--- src/rtl/midi_in_parser.sv ---
// midi_in_parser
//   Receives a raw MIDI serial stream (8N1, idle high), reassembles bytes and
//   decodes channel voice messages into a monophonic note/velocity/gate
//   interface suitable for driving a note-to-frequency table.
//
// Parameters
//   CLK_FREQ    system clock frequency in Hz
//   BAUD        serial bit rate (31250 for MIDI)
//
// Ports
//   clk         system clock, all state changes on its rising edge
//   rst_n       asynchronous active-low reset
//   midi_in     raw serial line, asynchronous to clk
//   channel     MIDI channel to accept (0-15)
//   omni        1 = accept every channel
//   rx_byte     last correctly framed byte
//   rx_valid    one-cycle pulse when rx_byte updates
//   frame_err   one-cycle pulse when a stop bit is sampled low
//   midi_note   current note number
//   velocity    velocity of the current note
//   gate        high while the current note is held
//   note_strobe one-cycle pulse on each accepted note-on
module midi_in_parser #(
  parameter int CLK_FREQ = 50000000,
  parameter int BAUD     = 31250
) (
  input  logic       clk,
  input  logic       rst_n,
  input  logic       midi_in,
  input  logic [3:0] channel,
  input  logic       omni,
  output logic [7:0] rx_byte,
  output logic       rx_valid,
  output logic       frame_err,
  output logic [6:0] midi_note,
  output logic [6:0] velocity,
  output logic       gate,
  output logic       note_strobe
);

  localparam int BIT_CYC = CLK_FREQ / BAUD;
  localparam int CW      = $clog2(BIT_CYC + 1);

  localparam logic [CW-1:0] HALF_LD = CW'(BIT_CYC / 2);
  // Counting down from BIT_CYC-1 to zero and sampling on the zero cycle gives
  // exactly BIT_CYC clocks between consecutive samples.
  localparam logic [CW-1:0] FULL_LD = CW'(BIT_CYC - 1);
  localparam logic [CW-1:0] ONE     = CW'(1);

  typedef enum logic [1:0] {
    RX_IDLE,
    RX_START,
    RX_DATA,
    RX_STOP
  } rx_state_t;

  typedef enum logic [1:0] {
    P_NOSTAT,
    P_WAIT_D1,
    P_WAIT_D2
  } p_state_t;

  // ---------------------------------------------------------------------
  // Input synchronizer plus one extra stage used for falling-edge detection
  // ---------------------------------------------------------------------
  logic sync1, sync2, line_prev;
  logic rx_line;

  assign rx_line = sync2;

  always_ff @(posedge clk or negedge rst_n) begin
    if (!rst_n) begin
      sync1     <= 1'b1;
      sync2     <= 1'b1;
      line_prev <= 1'b1;
    end else begin
      sync1     <= midi_in;
      sync2     <= sync1;
      line_prev <= sync2;
    end
  end

  // ---------------------------------------------------------------------
  // Serial receiver
  // ---------------------------------------------------------------------
  rx_state_t     rx_state, rx_state_nx;
  logic [CW-1:0] cnt, cnt_nx;
  logic [2:0]    bit_idx, bit_idx_nx;
  logic [7:0]    shift, shift_nx;
  logic [7:0]    rx_byte_nx;
  logic          rx_valid_nx, frame_err_nx;

  always_ff @(posedge clk or negedge rst_n) begin
    if (!rst_n) begin
      rx_state  <= RX_IDLE;
      cnt       <= '0;
      bit_idx   <= '0;
      shift     <= '0;
      rx_byte   <= '0;
      rx_valid  <= 1'b0;
      frame_err <= 1'b0;
    end else begin
      rx_state  <= rx_state_nx;
      cnt       <= cnt_nx;
      bit_idx   <= bit_idx_nx;
      shift     <= shift_nx;
      rx_byte   <= rx_byte_nx;
      rx_valid  <= rx_valid_nx;
      frame_err <= frame_err_nx;
    end
  end

  // A start is recognised only on a high-to-low transition. After a framing
  // error the line may still be low, and after a reset released mid-byte the
  // line may be anywhere inside a character; neither must be mistaken for a
  // new start bit.
  always_comb begin
    rx_state_nx  = rx_state;
    cnt_nx       = cnt;
    bit_idx_nx   = bit_idx;
    shift_nx     = shift;
    rx_byte_nx   = rx_byte;
    rx_valid_nx  = 1'b0;
    frame_err_nx = 1'b0;

    case (rx_state)
      RX_IDLE: begin
        if (!rx_line && line_prev) begin
          rx_state_nx = RX_START;
          cnt_nx      = HALF_LD;
        end
      end

      RX_START: begin
        if (cnt != '0) begin
          cnt_nx = cnt - ONE;
        end else if (!rx_line) begin
          rx_state_nx = RX_DATA;
          cnt_nx      = FULL_LD;
          bit_idx_nx  = '0;
        end else begin
          rx_state_nx = RX_IDLE;
        end
      end

      RX_DATA: begin
        if (cnt != '0) begin
          cnt_nx = cnt - ONE;
        end else begin
          shift_nx   = {rx_line, shift[7:1]};
          cnt_nx     = FULL_LD;
          bit_idx_nx = bit_idx + 3'd1;
          if (bit_idx == 3'd7) begin
            rx_state_nx = RX_STOP;
          end
        end
      end

      RX_STOP: begin
        if (cnt != '0) begin
          cnt_nx = cnt - ONE;
        end else begin
          rx_state_nx = RX_IDLE;
          if (rx_line) begin
            rx_byte_nx  = shift;
            rx_valid_nx = 1'b1;
          end else begin
            frame_err_nx = 1'b1;
          end
        end
      end

      default: rx_state_nx = RX_IDLE;
    endcase
  end

  // ---------------------------------------------------------------------
  // Message parser
  // ---------------------------------------------------------------------
  p_state_t   p_state, p_state_nx;
  logic [7:0] run_status, run_status_nx;
  logic [6:0] data1, data1_nx;
  logic [6:0] midi_note_nx, velocity_nx;
  logic       gate_nx, note_strobe_nx;

  logic [3:0] msg_type;
  logic       one_data;
  logic       chan_match;

  assign msg_type   = run_status[7:4];
  assign one_data   = (msg_type == 4'hC) || (msg_type == 4'hD);
  assign chan_match = omni || (run_status[3:0] == channel);

  always_ff @(posedge clk or negedge rst_n) begin
    if (!rst_n) begin
      p_state     <= P_NOSTAT;
      run_status  <= '0;
      data1       <= '0;
      midi_note   <= '0;
      velocity    <= '0;
      gate        <= 1'b0;
      note_strobe <= 1'b0;
    end else begin
      p_state     <= p_state_nx;
      run_status  <= run_status_nx;
      data1       <= data1_nx;
      midi_note   <= midi_note_nx;
      velocity    <= velocity_nx;
      gate        <= gate_nx;
      note_strobe <= note_strobe_nx;
    end
  end

  // Realtime bytes (F8-FF) may be interleaved anywhere, so they fall through
  // without touching the parser. A status byte always restarts message
  // collection, which also abandons any half-received message.
  always_comb begin
    p_state_nx     = p_state;
    run_status_nx  = run_status;
    data1_nx       = data1;
    midi_note_nx   = midi_note;
    velocity_nx    = velocity;
    gate_nx        = gate;
    note_strobe_nx = 1'b0;

    if (rx_valid) begin
      if (rx_byte[7]) begin
        if (rx_byte[7:3] != 5'b11111) begin
          if (rx_byte[7:4] == 4'hF) begin
            run_status_nx = '0;
            p_state_nx    = P_NOSTAT;
          end else begin
            run_status_nx = rx_byte;
            p_state_nx    = P_WAIT_D1;
          end
        end
      end else begin
        case (p_state)
          P_WAIT_D1: begin
            // Program change / channel pressure complete with one byte and
            // carry no note information; stay put for running status.
            if (!one_data) begin
              data1_nx   = rx_byte[6:0];
              p_state_nx = P_WAIT_D2;
            end
          end

          P_WAIT_D2: begin
            p_state_nx = P_WAIT_D1;
            if (chan_match) begin
              if ((msg_type == 4'h9) && (rx_byte[6:0] != 7'd0)) begin
                midi_note_nx   = data1;
                velocity_nx    = rx_byte[6:0];
                gate_nx        = 1'b1;
                note_strobe_nx = 1'b1;
              end else if ((msg_type == 4'h8) || (msg_type == 4'h9)) begin
                // Releasing an older note must not cut the one now sounding.
                if (data1 == midi_note) begin
                  gate_nx = 1'b0;
                end
              end
            end
          end

          default: p_state_nx = p_state;
        endcase
      end
    end
  end

endmodule

--- config.mk ---
export PLATFORM = sky130hd
export DESIGN_NAME = midi_in_parser
export DESIGN_NICKNAME = d
export VERILOG_FILES = /design/src/rtl/midi_in_parser.sv
export SDC_FILE = /design/constraint.sdc
export NUM_CORES = 1
export LEC_CHECK = 0
export BUFFER_PORTS_ARGS = -buffer_cell sky130_fd_sc_hd__buf_2
export CAP_MARGIN = 20
export CORE_ASPECT_RATIO = 0.75
export CORE_MARGIN = 4
export CORE_UTILIZATION = 59
export DETAILED_ROUTE_END_ITERATION = 8
export HOLD_SLACK_MARGIN = 0.12
export PLACE_DENSITY_LB_ADDON = 0.12
export SYNTH_ARGS = -nofsm -noshare
export SYNTH_HDL_FRONTEND = slang
export SYNTH_SLANG_ARGS = --single-unit
export TNS_END_PERCENT = 50
--- constraint.sdc ---
create_clock -name clk -period 2.81 [get_ports clk]
set_input_delay 0.562 -clock clk [delete_from_list [all_inputs] [get_ports clk]]
set_output_delay 0.562 -clock clk [all_outputs]
set_load 0.02 [all_outputs]
; ---- Word level (Yosys, flattened, before mapping)
; Index checks and enable logic that the tools add are counted.
[op_classes]
addsub = 2
bitwise = 3
n_eq_ne = 24
mux = 37
n_reduce_logical = 23
[ops]
columns = operator, count
row1 = $mux W11, 5
row2 = $pmux W11 S4, 1
row3 = $eq A4 B4 Y1 const B, 5
row4 = $mux W2, 9
row5 = $mux W1, 15
row6 = $ne A2 B2 Y1 const B, 7
row7 = $reduce_and A4 Y1, 3
row8 = $reduce_bool A11 Y1, 1
row9 = $sub A11 B1 Y11 const B, 1
row10 = $reduce_and A5 Y1, 2
row11 = $mux W3, 3
row12 = $reduce_and A3 Y1, 3
row13 = $mux W8, 1
row14 = $pmux W2 S4, 1
row15 = $eq A7 B7 Y1, 1
row16 = $reduce_bool A7 Y1, 1
row17 = $eq A2 B2 Y1 const B, 3
row18 = $ne A3 B3 Y1 const B, 2
row19 = $pmux W3 S2, 1
row20 = $reduce_and A6 Y1, 1
row21 = $reduce_bool A2 Y1, 3
row22 = $ne A5 B5 Y1 const B, 1
row23 = $eq A2 B1 Y1 const B, 2
row24 = $eq A4 B4 Y1, 1
row25 = other kinds (11), 16
[word_totals]
out_inout_bits = 26
inputBits = 8
reg_bits = 70
wordCells = 106

; ---- Logic depth before layout (Yosys ltp)
; Gate-level depths: netlist (run 1).
[logic_depth]
ltp_word = 7
ltp_mapped = 8
mapped_depth_nobuf = 6

; ---- Worst setup path before layout (run 1)
; Ideal clock, no wire load.
[synth_path]
kind = flip-flop to flip-flop
startpoint = register cnt[3]
endpoint = register rx_byte[0]
path_buffers = 2
required_time_ns = 2.685
stages_incl_launch_ff = 7
setup_ns = 0.125
period_less_slack_ns = 2.068
arrival_time_ns = 1.943
slack_ns = 0.742
cell_sequence = dfrtp_1 or4_4 buf_6 nor3_2 and3_1 buf_6 mux2_4
[synth_between]
elab_chain_cells = 3
[synth_rtl]
columns = element, line_no
row1 = start: declaration, 87  ; logic [CW-1:0] cnt, cnt_nx;
row2 = start signal: assignment, 104  ; cnt <= cnt_nx;
row3 = $reduce_bool A11 Y1, 160  ; if (cnt != '0) begin
row4 = $not A1 Y1 (no source line), --
row5 = $reduce_and A3 Y1 (no source line), --
row6 = end signal: assignment, 107  ; rx_byte <= rx_byte_nx;
row7 = end: declaration, 32  ; output logic [7:0] rx_byte,
; Every way passes these cells.
; A chain may end at the register's enable or synchronous reset.

; ---- Worst setup path after layout (run 1)
[layout_path]
startpoint = register cnt[0]
endpoint = register rx_byte[4]
; The elaborated chain is that of the path after synthesis.

==> qor.json, run 1 <==
{
  "clock_tree_from_tritoncts": "built",
  "fraction_of_layout_cells_with_a_size_suffix_above_1": 0.334,
  "route.final.wire_length_um": 7320,
  "placementRows": 23,
  "grt_setup_unrepaired": "no",
  "post-route-worst-setup-slack_ns": 0.288,
  "worst_slack_after_detailed_placement_ns": 0.221,
  "setup-tns-final_ns": 0,
  "power.switching_mw": 1.04,
  "sum_of_met2_wire_segment_lengths_after_detailed_routing_um": 3090,
  "die_w_um": 96.7,
  "p_seq_frac": 0.407,
  "cp_data_arrival_time_ns": 2.76,
  "worst-r2r-setup-slack_ns": 0.29,
  "grt_start_max_net_pins": 48,
  "worst_slew_pin_slew_ns": 0.744,
  "postSynth.asyncResetShare": 1.00,
  "gr-total-overflow": 0,
  "clk_transition_reported_paths_ns": 0.08,
  "worst_slew_margin_rel": 0.500,
  "vias": 2464,
  "detailroute.wirelength.met3_um": 605,
  "worstPathCellList": "inv_1, ha_1, or4b_4, nor3_2, and3_1, mux2_4",
  "timing.critical_path.depth": 6,
  "relative_contribution_of_the_clock_network_to_total_power": 0.279,
  "worstSetupStartpoint": "cnt[0]$_DFFE_PN0P_",
  "io_pins": 34,
  "die_area_um2": 7200,
  "number_of_fill_cells_in_the_layout": 407,
  "place.port_buffers": 33,
  "clock_sinks": 70,
  "cts_made_buffers": 9,
  "met1Wirelength_um": 3560,
  "first_iter_violations": 188,
  "global_route_wire_length_before_repair_um": 12300,
  "antenna_found_initial": 0,
  "crit_buf_inv": 1,
  "finalSetupViolCount": 0,
  "gpl_congestion": 0.908,
  "routed_wire_length_per_instance_um": 18.0,
  "insertion_delay_ns": 0.35,
  "synth_seq_cells": 70,
  "first_global_vias": 2401,
  "hold_viol_final": 0,
  "net_count_synth": 306,
  "synth.lib_cells_used.distinct": 56,
  "power.static_leakage_nw": 1.90,
  "yosysSeqAreaShare": 0.505,
  "timing.hold.worst.class": "input port to async pin",
  "outcome": "completed",
  "worstSetupEndpoint": "rx_byte[4]$_DFFE_PN0P_",
  "hpwl_um": 5170,
  "worst_path_dominant_cell_family": "simple AND/OR/NAND/NOR gates",
  "start_kind": "flop",
  "drc_errors": 0,
  "final_core_utilization": 0.711,
  "core_um2": 5530,
  "cts-hold-fix-buffers": 0,
  "r2r-end": "rx_byte[4]$_DFFE_PN0P_",
  "maxUsedRoutingLayer": "met4",
  "peak_supply_drop_mv": 0.470,
  "ant_nets": 0,
  "antenna-diode-count": 0,
  "max_clock_freq_mhz": 397,
  "period_needed_ns": 2.52,
  "worst_r2r_startpoint": "cnt[0]$_DFFE_PN0P_",
  "post_cts_buffers": 0,
  "fin_skew_ns": 0.0101,
  "internal_power_mw": 1.83,
  "via_per_inst": 6.05,
  "timing.max_cap.violations": 0,
  "switching_power_share_of_the_total": 0.363,
  "report.final.slew_viol_count": 0,
  "yosysWarningCount": 0,
  "h-tree-depth": 3,
  "syn-mean-instance-area_um2": 12.0,
  "post_synthesis_cell_area_um2": 3480,
  "synth_cells": 289,
  "die_h_um": 74.5,
  "layout.nets": 344,
  "cp_max_fo": 9,
  "critPathKind": "flop to flop",
  "end_kind": "flop",
  "period_share": 0.897,
  "cts.repair.resized": 0,
  "cp_data_required_time_ns": 3.05,
  "clock_path_buffers": 2,
  "syn2layout_area_growth_pct": 13.0,
  "crit_path_largest_cell_delay_ns": 0.56,
  "power.density_cell_area_nw_per_um2": 730,
  "critical-path-slowest-cell": "and3_1",
  "synth_edf_count": 0,
  "number_of_detailed_route_iterations_in_the_first_pass": 4,
  "share_comb_of_total_power": 0.314,
  "initial_utilization": 0.630,
  "clock_tree.root_cell": "clkbuf_8",
  "dominantRegCellSynth": "dfrtp_1",
  "grt.total_usage": 0.219,
  "ff2ff_path_depth": 6
}
flip-flops by register name, summed over array words and instances (netlist names), 2 cells and up, named ones only:
| name | flops |
|---|---|
| cnt | 11 |
| velocity | 7 |
| midi_note | 7 |
| rx_byte | 8 |
| shift | 8 |
| run_status | 8 |
| bit_idx | 3 |
| p_state | 2 |
| data1 | 7 |
cell type report:
| class | instances | area (µm²) | share of cell area |
|---|---|---|---|
| multi-input combinational | 193 | 1590 | 0.406 |
| sequential | 70 | 1760 | 0.447 |
| inverter | 11 | 41.3 | 0.0105 |
| clock buffer | 9 | 124 | 0.0315 |
| timing repair buffer | 42 | 249 | 0.0634 |
| tap | 75 | 93.8 | 0.0239 |
| clock inverter | 7 | 72.6 | 0.0185 |
cell families (layout without fill, tap and decap cells):
kind of cell,Yosys count,in the layout,share of synthesized area
AOI/OAI and AO/OA,70,70,0.147
and+or+nand+nor,65,65,0.120
xor gates and xnor gates,11,11,0.0277
adders and majority gates,9,9,0.0324
DFF,70,70,0.505
muxes,38,38,0.131
buffers and inverters,26,69,0.0370
through the flow:
| stage | cell area, µm² | total power [mW] | hold slack [ns] | std cells |
|---|---|---|---|---|
| after floorplan | 3480 | 1.84 | 0.266 | 289 |
| after global placement | 3720 | 2.05 | 0.346 | 390 |
| after detailed placement | 3720 | 2.06 | 0.347 | 390 |
| after CTS | 3920 | 2.87 | 0.213 | 406 |
| after global routing | 3930 | 3.03 | 0.229 | 407 |
| final | 3930 | 2.87 | 0.204 | 407 |
routing by layer:
| layer | vias to the layer above | global-route usage |
|---|---|---|
| met3 | 6 | 0.0769 |
| met1 | 1205 | 0.325 |
| li1 | 1162 | - |
| met4 | 0 | 0.0607 |
| met5 | - | 0 |
| met2 | 91 | 0.304 |
how the worst min path moves through the flow:
stage | startpoint | to | slack [ns] | cells after the start
floorplan | rst_n | async pin | 0.27 | 0
global placement | sync1$_DFF_PN1_ | rx_line$_DFF_PN1_ | 0.35 | 0
detailed placement | sync1$_DFF_PN1_ | rx_line$_DFF_PN1_ | 0.35 | 0
CTS | rst_n | rx_state[0]$_DFFE_PN0P_ | 0.21 | 1
global route | rst_n | cnt[0]$_DFFE_PN0P_ | 0.23 | 1
finish | rst_n | async pin | 0.20 | 1
Yosys cell counts, drive strengths merged, types with 2 or more instances:
| cell type | count | share of area |
|---|---|---|
| a41oi | 4 | 0.010 |
| nor3 | 6 | 0.012 |
| inv | 11 | 0.012 |
| o21ai | 11 | 0.017 |
| a21o | 2 | 0.0043 |
| a22o | 7 | 0.018 |
| ha | 9 | 0.032 |
| mux2 | 36 | 0.13 |
| a31oi | 3 | 0.0054 |
| or2 | 2 | 0.0036 |
| a211oi | 3 | 0.0079 |
| nand2b | 5 | 0.0090 |
| xnor2 | 11 | 0.028 |
| o31ai | 12 | 0.026 |
| dfrtp | 67 | 0.48 |
| or4 | 6 | 0.015 |
| nand2 | 4 | 0.0043 |
| dfstp | 3 | 0.023 |
| a211o | 2 | 0.0050 |
| nor2 | 14 | 0.015 |
| nor4 | 2 | 0.0079 |
| o211ai | 2 | 0.0043 |
| buf | 7 | 0.017 |
| nand3 | 5 | 0.0072 |
| clkbuf | 8 | 0.0086 |
| o41ai | 3 | 0.0076 |
| and3 | 3 | 0.0054 |
| o22a | 2 | 0.0050 |
| nor4b | 2 | 0.0068 |
| mux2i | 2 | 0.0058 |
| nor2b | 4 | 0.0072 |
| a21oi | 11 | 0.016 |
| nand4 | 7 | 0.014 |
power by group through the flow:
stage | clock (mW) | combinational, mW | sequential (mW)
6_report | 0.801 | 0.901 | 1.17
5_1_grt | 0.864 | 0.991 | 1.18
4_1_cts | 0.819 | 0.888 | 1.16
3_5_place_dp | 0 | 0.882 | 1.18
3_3_place_gp | 0 | 0.872 | 1.18
2_1_floorplan | 0 | 0.687 | 1.16
cell usage in the layout, fill, tap and decap left out, types with 3 or more instances in the layout:
cell | Yosys | layout
buf_2 | 1 | 33
inv_1 | 11 | 11
ha_1 | 9 | 9
mux2_4 | 8 | 8
a21oi_1 | 11 | 11
nand3_1 | 5 | 5
dfrtp_1 | 67 | 67
and3_1 | 3 | 3
a41oi_1 | 4 | 4
nor2_1 | 14 | 14
nor3_1 | 4 | 4
nand2b_1 | 5 | 5
dfstp_2 | 3 | 3
a31oi_1 | 3 | 3
or4_1 | 4 | 4
xnor2_1 | 11 | 11
nand4_1 | 6 | 6
nor2b_1 | 4 | 4
o41ai_1 | 3 | 3
a22o_1 | 7 | 7
mux2_2 | 28 | 28
buf_4 | 0 | 7
nand2_1 | 4 | 4
o21ai_0 | 10 | 10
o31ai_1 | 12 | 12
clkbuf_8 | 0 | 9
Note: power is estimated with default switching activity, not from simulation.
==> inputs of run 2 (changes only) <==
MAX_ROUTING_LAYER = met4   (was unset)
==> run 2 against run 1 <==
Compared with the run above: cell count unchanged; worst setup slack barely moved; critical path depth did not move; clock skew shrank 0.00059 ns; wire length about the same; register-to-register slack hardly changed; hold slack improved by 0.0039 ns; die area is the same; critical path type unchanged.
==> qor.json, run 2 (synthesis gave the netlist of run 1 again) <==
{
  "ff2ff_path_depth": {"value": 6, "change": "unchanged"},
  "first_global_vias": {"value": 2396, "change": "-0.21%"},
  "final_core_utilization": {"value": 0.711, "change": "unchanged"},
  "clock_tree_from_tritoncts": "built",
  "cp_max_fo": {"value": 9, "change": "unchanged"},
  "placementRows": {"value": 23, "change": "unchanged"},
  "hold_viol_final": {"value": 0, "change": "unchanged"},
  "power.density_cell_area": {"value": 729, "unit": "nW/µm²", "change": "about the same"},
  "cts-hold-fix-buffers": {"value": 0, "change": "unchanged"},
  "finalSetupViolCount": {"value": 0, "change": "unchanged"},
  "end_kind": "flop",
  "critical-path-slowest-cell": "and3_1",
  "finalPower": {"value": 2.87, "unit": "mW", "change": "about the same"},
  "timing.critical_path.depth": {"value": 6, "change": "unchanged"},
  "via_per_inst": {"value": 6.06, "change": "+0.16%"},
  "outcome": "completed",
  "place.port_buffers": {"value": 33, "change": "unchanged"},
  "worstPathCellList": "inv_1, ha_1, or4b_4, nor3_2, and3_1, mux2_4",
  "layout.cells.most_common_list": "dfrtp_1 (67), buf_2 (33), mux2_2 (28)",
  "timing.max_cap.violations": {"value": 0, "change": "unchanged"},
  "report.final.slew_viol_count": {"value": 0, "change": "unchanged"},
  "cp_data_required_time": {"value": 3.04, "unit": "ns", "change": "about the same"},
  "die_h": {"value": 74.5, "unit": "µm", "change": "unchanged"},
  "mostFrequentLayoutCell": "dfrtp_1",
  "start_kind": "flop",
  "die_w": {"value": 96.7, "unit": "µm", "change": "unchanged"},
  "core": {"value": 5530, "unit": "µm²", "change": "unchanged"},
  "first_iter_violations": {"value": 194, "change": "+3.2%"},
  "worst_slew_margin_rel": {"value": 0.490, "change": "-0.00972"},
  "die_area": {"value": 7200, "unit": "µm²", "change": "unchanged"},
  "period_share": {"value": 0.897, "change": "about the same"},
  "clock_path_buffers": {"value": 2, "change": "unchanged"},
  "power.static_leakage": {"value": 1.90, "unit": "nW", "change": "unchanged"},
  "antenna-diode-count": {"value": 0, "change": "unchanged"},
  "io_pins": {"value": 34, "change": "unchanged"},
  "cts.repair.resized": {"value": 0, "change": "unchanged"},
  "timing.hold.worst.class": "input port to async pin",
  "fraction_of_layout_cells_with_a_size_suffix_above_1": {"value": 0.334, "change": "unchanged"},
  "gpl_congestion": {"value": 0.924, "change": "+1.7%"},
  "route.final.wire_length": {"value": 7310, "unit": "µm", "change": "about the same"},
  "max_clock_freq": {"value": 397, "unit": "MHz", "change": "about the same"},
  "worst_path_dominant_cell_family": "simple AND/OR/NAND/NOR gates",
  "post_cts_buffers": {"value": 0, "change": "unchanged"},
  "fin_skew": {"value": 0.00951, "unit": "ns", "change": "-0.000589 ns"},
  "hpwl": {"value": 5170, "unit": "µm", "change": "unchanged"},
  "grt.total_usage": {"value": 0.226, "change": "+0.00775"},
  "setup-tns-final": {"value": 0, "unit": "ns", "change": "unchanged"},
  "clock_tree.root_cell": "clkbuf_8",
  "syn2layout_area_growth": {"value": 13.0, "unit": "%", "change": "unchanged"},
  "critPathKind": "flop to flop",
  "ant_nets": {"value": 0, "change": "unchanged"},
  "final_cell_area": {"value": 3930, "unit": "µm²", "change": "unchanged"},
  "routed_wire_length_per_instance": {"value": 18.0, "unit": "µm", "change": "about the same"},
  "initial_utilization": {"value": 0.630, "change": "unchanged"},
  "period_needed": {"value": 2.52, "unit": "ns", "change": "-0.000152 ns"},
  "gr-total-overflow": {"value": 0, "change": "unchanged"},
  "vias": {"value": 2468, "change": "+0.16%"},
  "number_of_detailed_route_iterations_in_the_first_pass": {"value": 4, "change": "unchanged"},
  "cp_data_arrival_time": {"value": 2.75, "unit": "ns", "change": "about the same"},
  "placed_area": {"value": 3720, "unit": "µm²", "change": "unchanged"},
  "antenna_found_initial": {"value": 0, "change": "unchanged"},
  "grt_start_max_net_pins": {"value": 48, "change": "unchanged"},
  "insertion_delay": {"value": 0.35, "unit": "ns", "change": "about the same"},
  "numPlacedInstances": {"value": 390, "change": "unchanged"},
  "cts_made_buffers": {"value": 9, "change": "unchanged"},
  "layout.nets": {"value": 344, "change": "unchanged"},
  "most_flops_register": "cnt",
  "drc_errors": {"value": 0, "change": "unchanged"},
  "worst_slew_pin_slew": {"value": 0.759, "unit": "ns", "change": "+0.0145 ns"},
  "global_route_wire_length_before_repair": {"value": 12300, "unit": "µm", "change": "+0.11%"},
  "crit_path_largest_cell_delay": {"value": 0.56, "unit": "ns", "change": "about the same"},
  "clk_transition_reported_paths": {"value": 0.08, "unit": "ns", "change": "about the same"},
  "largest_register_ff_count": {"value": 11, "change": "unchanged"},
  "grt_setup_unrepaired": "no",
  "crit_buf_inv": {"value": 1, "change": "unchanged"},
  "peak_supply_drop": {"value": 0.473, "unit": "mV", "change": "+0.62%"},
  "fin_cells": {"value": 407, "change": "unchanged"},
  "number_of_fill_cells_in_the_layout": {"value": 407, "change": "unchanged"},
  "clock_sinks": {"value": 70, "change": "unchanged"},
  "h-tree-depth": {"value": 3, "change": "unchanged"}
}
## run 2: cell counts in the layout (fill, tap and decap cells not counted)
No cell type changed its count.
## run 2: cell type report
cell class,count,area (µm²),share of cell area
clock inverters,7,72.6,0.0185
repair buffers,42,249,0.0634
flip-flops and latches,70,1760,0.447
inverters,11,41.3,0.0105
clock buffers,9,124,0.0315
multi-input cells,193,1590,0.406
well taps,75,93.8,0.0239
## run 2: final timing paths
check | startpoint | to | slack (ns)
max | cnt[0]$_DFFE_PN0P_ | rx_byte[4]$_DFFE_PN0P_ | 0.29
min | rst_n | async pin | 0.21
max reg2reg | cnt[0]$_DFFE_PN0P_ | rx_byte[4]$_DFFE_PN0P_ | 0.29
min reg2reg | sync1$_DFF_PN1_ | rx_line$_DFF_PN1_ | 0.36
max in group asynchronous | rst_n | rx_byte[4]$_DFFE_PN0P_ | 1.97
min in group clk | midi_in | sync1$_DFF_PN1_ | 0.31
## run 2: report_power, final
group / leakage [nW] / total [mW] / switching (mW) / internal [mW]
Clock: 0.0956 / 0.797 / 0.387 / 0.411
Sequential: 0.946 / 1.17 / 0.0877 / 1.08
Combinational: 0.860 / 0.902 / 0.564 / 0.339
## run 2: through the flow
stage | hold slack (ns) | setup slack (ns)
2_1_floorplan | 0.266 | 0.742
6_report | 0.208 | 0.289
3_5_place_dp | 0.347 | 0.221
5_1_grt | 0.227 | 0.153
4_1_cts | 0.213 | 0.308
3_3_place_gp | 0.346 | 0.336
## run 2: worst register-to-register path, delay by kind of cell, from the launching register on
family	cells	cell delay [ns]
adder cells (fa/ha/maj)	1	0.18
buffers and inverters	1	0.10
flip-flops	1	0.42
multiplexers	1	0.35
AND/OR/NAND/NOR	3	1.36
## run 2: per-layer routing
layer  up-vias  global-route usage  wire, µm
met1      1207               0.328      3610
met5         -                   -         0
met2        96               0.301      3100
li1       1163                   -         -
met3         2              0.0769       575
met4         0              0.0607        30
==> inputs of run 3 (changes only) <==
==> constraint.sdc (replaced) <==
create_clock -name clk -period 2.4 [get_ports clk]
set_input_delay 0.36 -clock clk [delete_from_list [all_inputs] [get_ports clk]]
set_output_delay 0.36 -clock clk [all_outputs]
set_load 0.02 [all_outputs]
==> run 3 against run 2 <==
Compared with the run above: combinational power increased by 26%; flip-flop and latch count did not move; wire length is 0.33% higher; non-clock buffer count is 15 higher; first-iteration DRC count shrank 10%; critical path type unchanged; critical endpoint is now rx_byte[7]$_DFFE_PN0P_; largest cell class unchanged.
==> qor.json, run 3 (synthesis gave the netlist of run 1 again) <==
{
  "clock_path_buffers": {"value": 2, "change": "unchanged"},
  "final_core_utilization": {"value": 0.735, "change": "+0.0238"},
  "routed_wire_length_per_instance": {"value": 17.4, "unit": "µm", "change": "-3.2%"},
  "period_share": {"value": 0.953, "change": "+0.0559"},
  "grt_setup_unrepaired": "no",
  "finalPower": {"value": 3.43, "unit": "mW", "change": "+20%"},
  "power.density_cell_area": {"value": 844, "unit": "nW/µm²", "change": "+16%"},
  "gr-total-overflow": {"value": 0, "change": "unchanged"},
  "fraction_of_layout_cells_with_a_size_suffix_above_1": {"value": 0.357, "change": "+0.0230"},
  "layout.cells.most_common_list": "dfrtp_1 (67), buf_2 (33), mux2_2 (28)",
  "cts.repair.resized": {"value": 0, "change": "unchanged"},
  "clock_tree.root_cell": "clkbuf_8",
  "place.port_buffers": {"value": 33, "change": "unchanged"},
  "hpwl": {"value": 5240, "unit": "µm", "change": "+1.5%"},
  "gpl_congestion": {"value": 0.896, "change": "-3.0%"},
  "critPathKind": "flop to flop",
  "grt_start_max_net_pins": {"value": 48, "change": "unchanged"},
  "hold_viol_final": {"value": 0, "change": "unchanged"},
  "vias": {"value": 2540, "change": "+2.9%"},
  "most_flops_register": "cnt",
  "report.final.slew_viol_count": {"value": 0, "change": "unchanged"},
  "die_area": {"value": 7200, "unit": "µm²", "change": "unchanged"},
  "core": {"value": 5530, "unit": "µm²", "change": "unchanged"},
  "first_iter_violations": {"value": 174, "change": "-10%"},
  "antenna-diode-count": {"value": 0, "change": "unchanged"},
  "clk_transition_reported_paths": {"value": 0.07, "unit": "ns", "change": "about the same"},
  "max_clock_freq": {"value": 437, "unit": "MHz", "change": "+10%"},
  "h-tree-depth": {"value": 3, "change": "unchanged"},
  "finalSetupViolCount": {"value": 0, "change": "unchanged"},
  "first_global_vias": {"value": 2370, "change": "-1.1%"},
  "worst_r2r_startpoint": "cnt[0]$_DFFE_PN0P_",
  "grt.total_usage": {"value": 0.222, "change": "-0.00398"},
  "cts_made_buffers": {"value": 9, "change": "unchanged"},
  "die_h": {"value": 74.5, "unit": "µm", "change": "unchanged"},
  "worstHoldStart": "sync1$_DFF_PN1_",
  "end_kind": "flop",
  "syn2layout_area_growth_pct": 16.8,
  "insertion_delay": {"value": 0.34, "unit": "ns", "change": "about the same"},
  "via_per_inst": {"value": 6.02, "change": "-0.74%"},
  "layout.nets": {"value": 359, "change": "+4.4%"},
  "setup-tns-final": {"value": 0, "unit": "ns", "change": "unchanged"},
  "mostFrequentLayoutCell": "dfrtp_1",
  "number_of_detailed_route_iterations_in_the_first_pass": {"value": 4, "change": "unchanged"},
  "die_w": {"value": 96.7, "unit": "µm", "change": "unchanged"},
  "global_route_wire_length_before_repair": {"value": 12200, "unit": "µm", "change": "-0.62%"},
  "ant_nets": {"value": 0, "change": "unchanged"},
  "worstSetupStartpoint": "cnt[0]$_DFFE_PN0P_",
  "cp_data_required_time": {"value": 2.62, "unit": "ns", "change": "-0.42 ns"},
  "cp_data_arrival_time": {"value": 2.51, "unit": "ns", "change": "-0.24 ns"},
  "hold_ws": {"value": 0.357, "unit": "ns", "change": "+0.150 ns"},
  "fin_skew": {"value": 0.00907, "unit": "ns", "change": "-0.000440 ns"},
  "peak_supply_drop": {"value": 0.664, "unit": "mV", "change": "+40%"},
  "io_pins": {"value": 34, "change": "unchanged"},
  "clock_tree_from_tritoncts": "built",
  "initial_utilization": {"value": 0.630, "change": "unchanged"},
  "clock_sinks": {"value": 70, "change": "unchanged"},
  "cp_max_fo": {"value": 9, "change": "unchanged"},
  "timing.max_cap.violations": {"value": 0, "change": "unchanged"},
  "route.final.wire_length": {"value": 7340, "unit": "µm", "change": "+0.33%"},
  "outcome": "completed",
  "worst_slew_margin_rel": {"value": 0.534, "change": "+0.0433"},
  "period_needed": {"value": 2.29, "unit": "ns", "change": "-0.234 ns"},
  "antenna_found_initial": {"value": 0, "change": "unchanged"},
  "power.static_leakage": {"value": 1.99, "unit": "nW", "change": "+4.4%"},
  "timing.hold.worst.class": "flop to flop",
  "placementRows": {"value": 23, "change": "unchanged"},
  "drc_errors": {"value": 0, "change": "unchanged"},
  "worst_slew_pin_slew": {"value": 0.696, "unit": "ns", "change": "-0.0621 ns"},
  "largest_register_ff_count": {"value": 11, "change": "unchanged"},
  "start_kind": "flop"
}
[run 3: cell count changes in the layout (fill, tap and decap cells not counted), sizes merged]
cell         before  now
dlygate4sd3       0    2
clkinvlp          2    1
clkinv            3    4
buf              42   55
[run 3: power breakdown]
group,internal (mW),switching [mW]
clock,0.483,0.442
sequential,1.26,0.100
combinational,0.444,0.697
[run 3: stage by stage]
step | cells | setup slack [ns] | cell area, µm²
floorplan | 289 | 0.332 | 3480
global placement | 403 | 0.129 | 3830
detailed placement | 403 | 0.0559 | 3830
CTS | 421 | 0.0744 | 4050
global route | 422 | 0.0302 | 4060
finish | 422 | 0.112 | 4060
[run 3: worst paths after layout]
kind,end,slack (ns),cells past startpoint
setup / recovery,rx_byte[7]$_DFFE_PN0P_,0.11,7
max in group asynchronous,run_status[5]$_DFFE_PN0P_,1.22,3
hold / removal,rx_line$_DFF_PN1_,0.36,0
min in group asynchronous,cnt[10]$_DFFE_PN0P_,0.55,2
hold reg to reg,rx_line$_DFF_PN1_,0.36,0
setup reg to reg,rx_byte[7]$_DFFE_PN0P_,0.11,7
[run 3: what timing repair did]
item                                   4_1_cts  5_1_grt
buffers inserted                             0        0
endpoints found under the hold margin       21        0
hold buffers                                 2        0
[run 3: layout make-up]
type                    instances  area [µm²]
flip-flops and latches         70        1760
inverters                      11        41.3
repair buffers                 57         379
well taps                      75        93.8
fillers                       399        1460
clock buffers                   9         124
multi-input cells             193        1590
clock inverters                 7        73.8
[run 3: worst max-delay path, stage by stage (launching register included)]
cell and delay, ns:
dfrtp_1 0.42, inv_1 0.10, ha_1 0.17, or4b_4 0.53
nor3_2 0.25, and3_1 0.26, buf_12 0.15, mux2_4 0.29
[run 3: layer usage]
layer  GRT usage  vias to the layer above  routed length, µm
met3      0.0544                       10                452
met2       0.304                       87               3080
li1            -                     1195                  -
met4      0.0623                        0                 81
met1       0.329                     1248               3730
met5           -                        -                  0
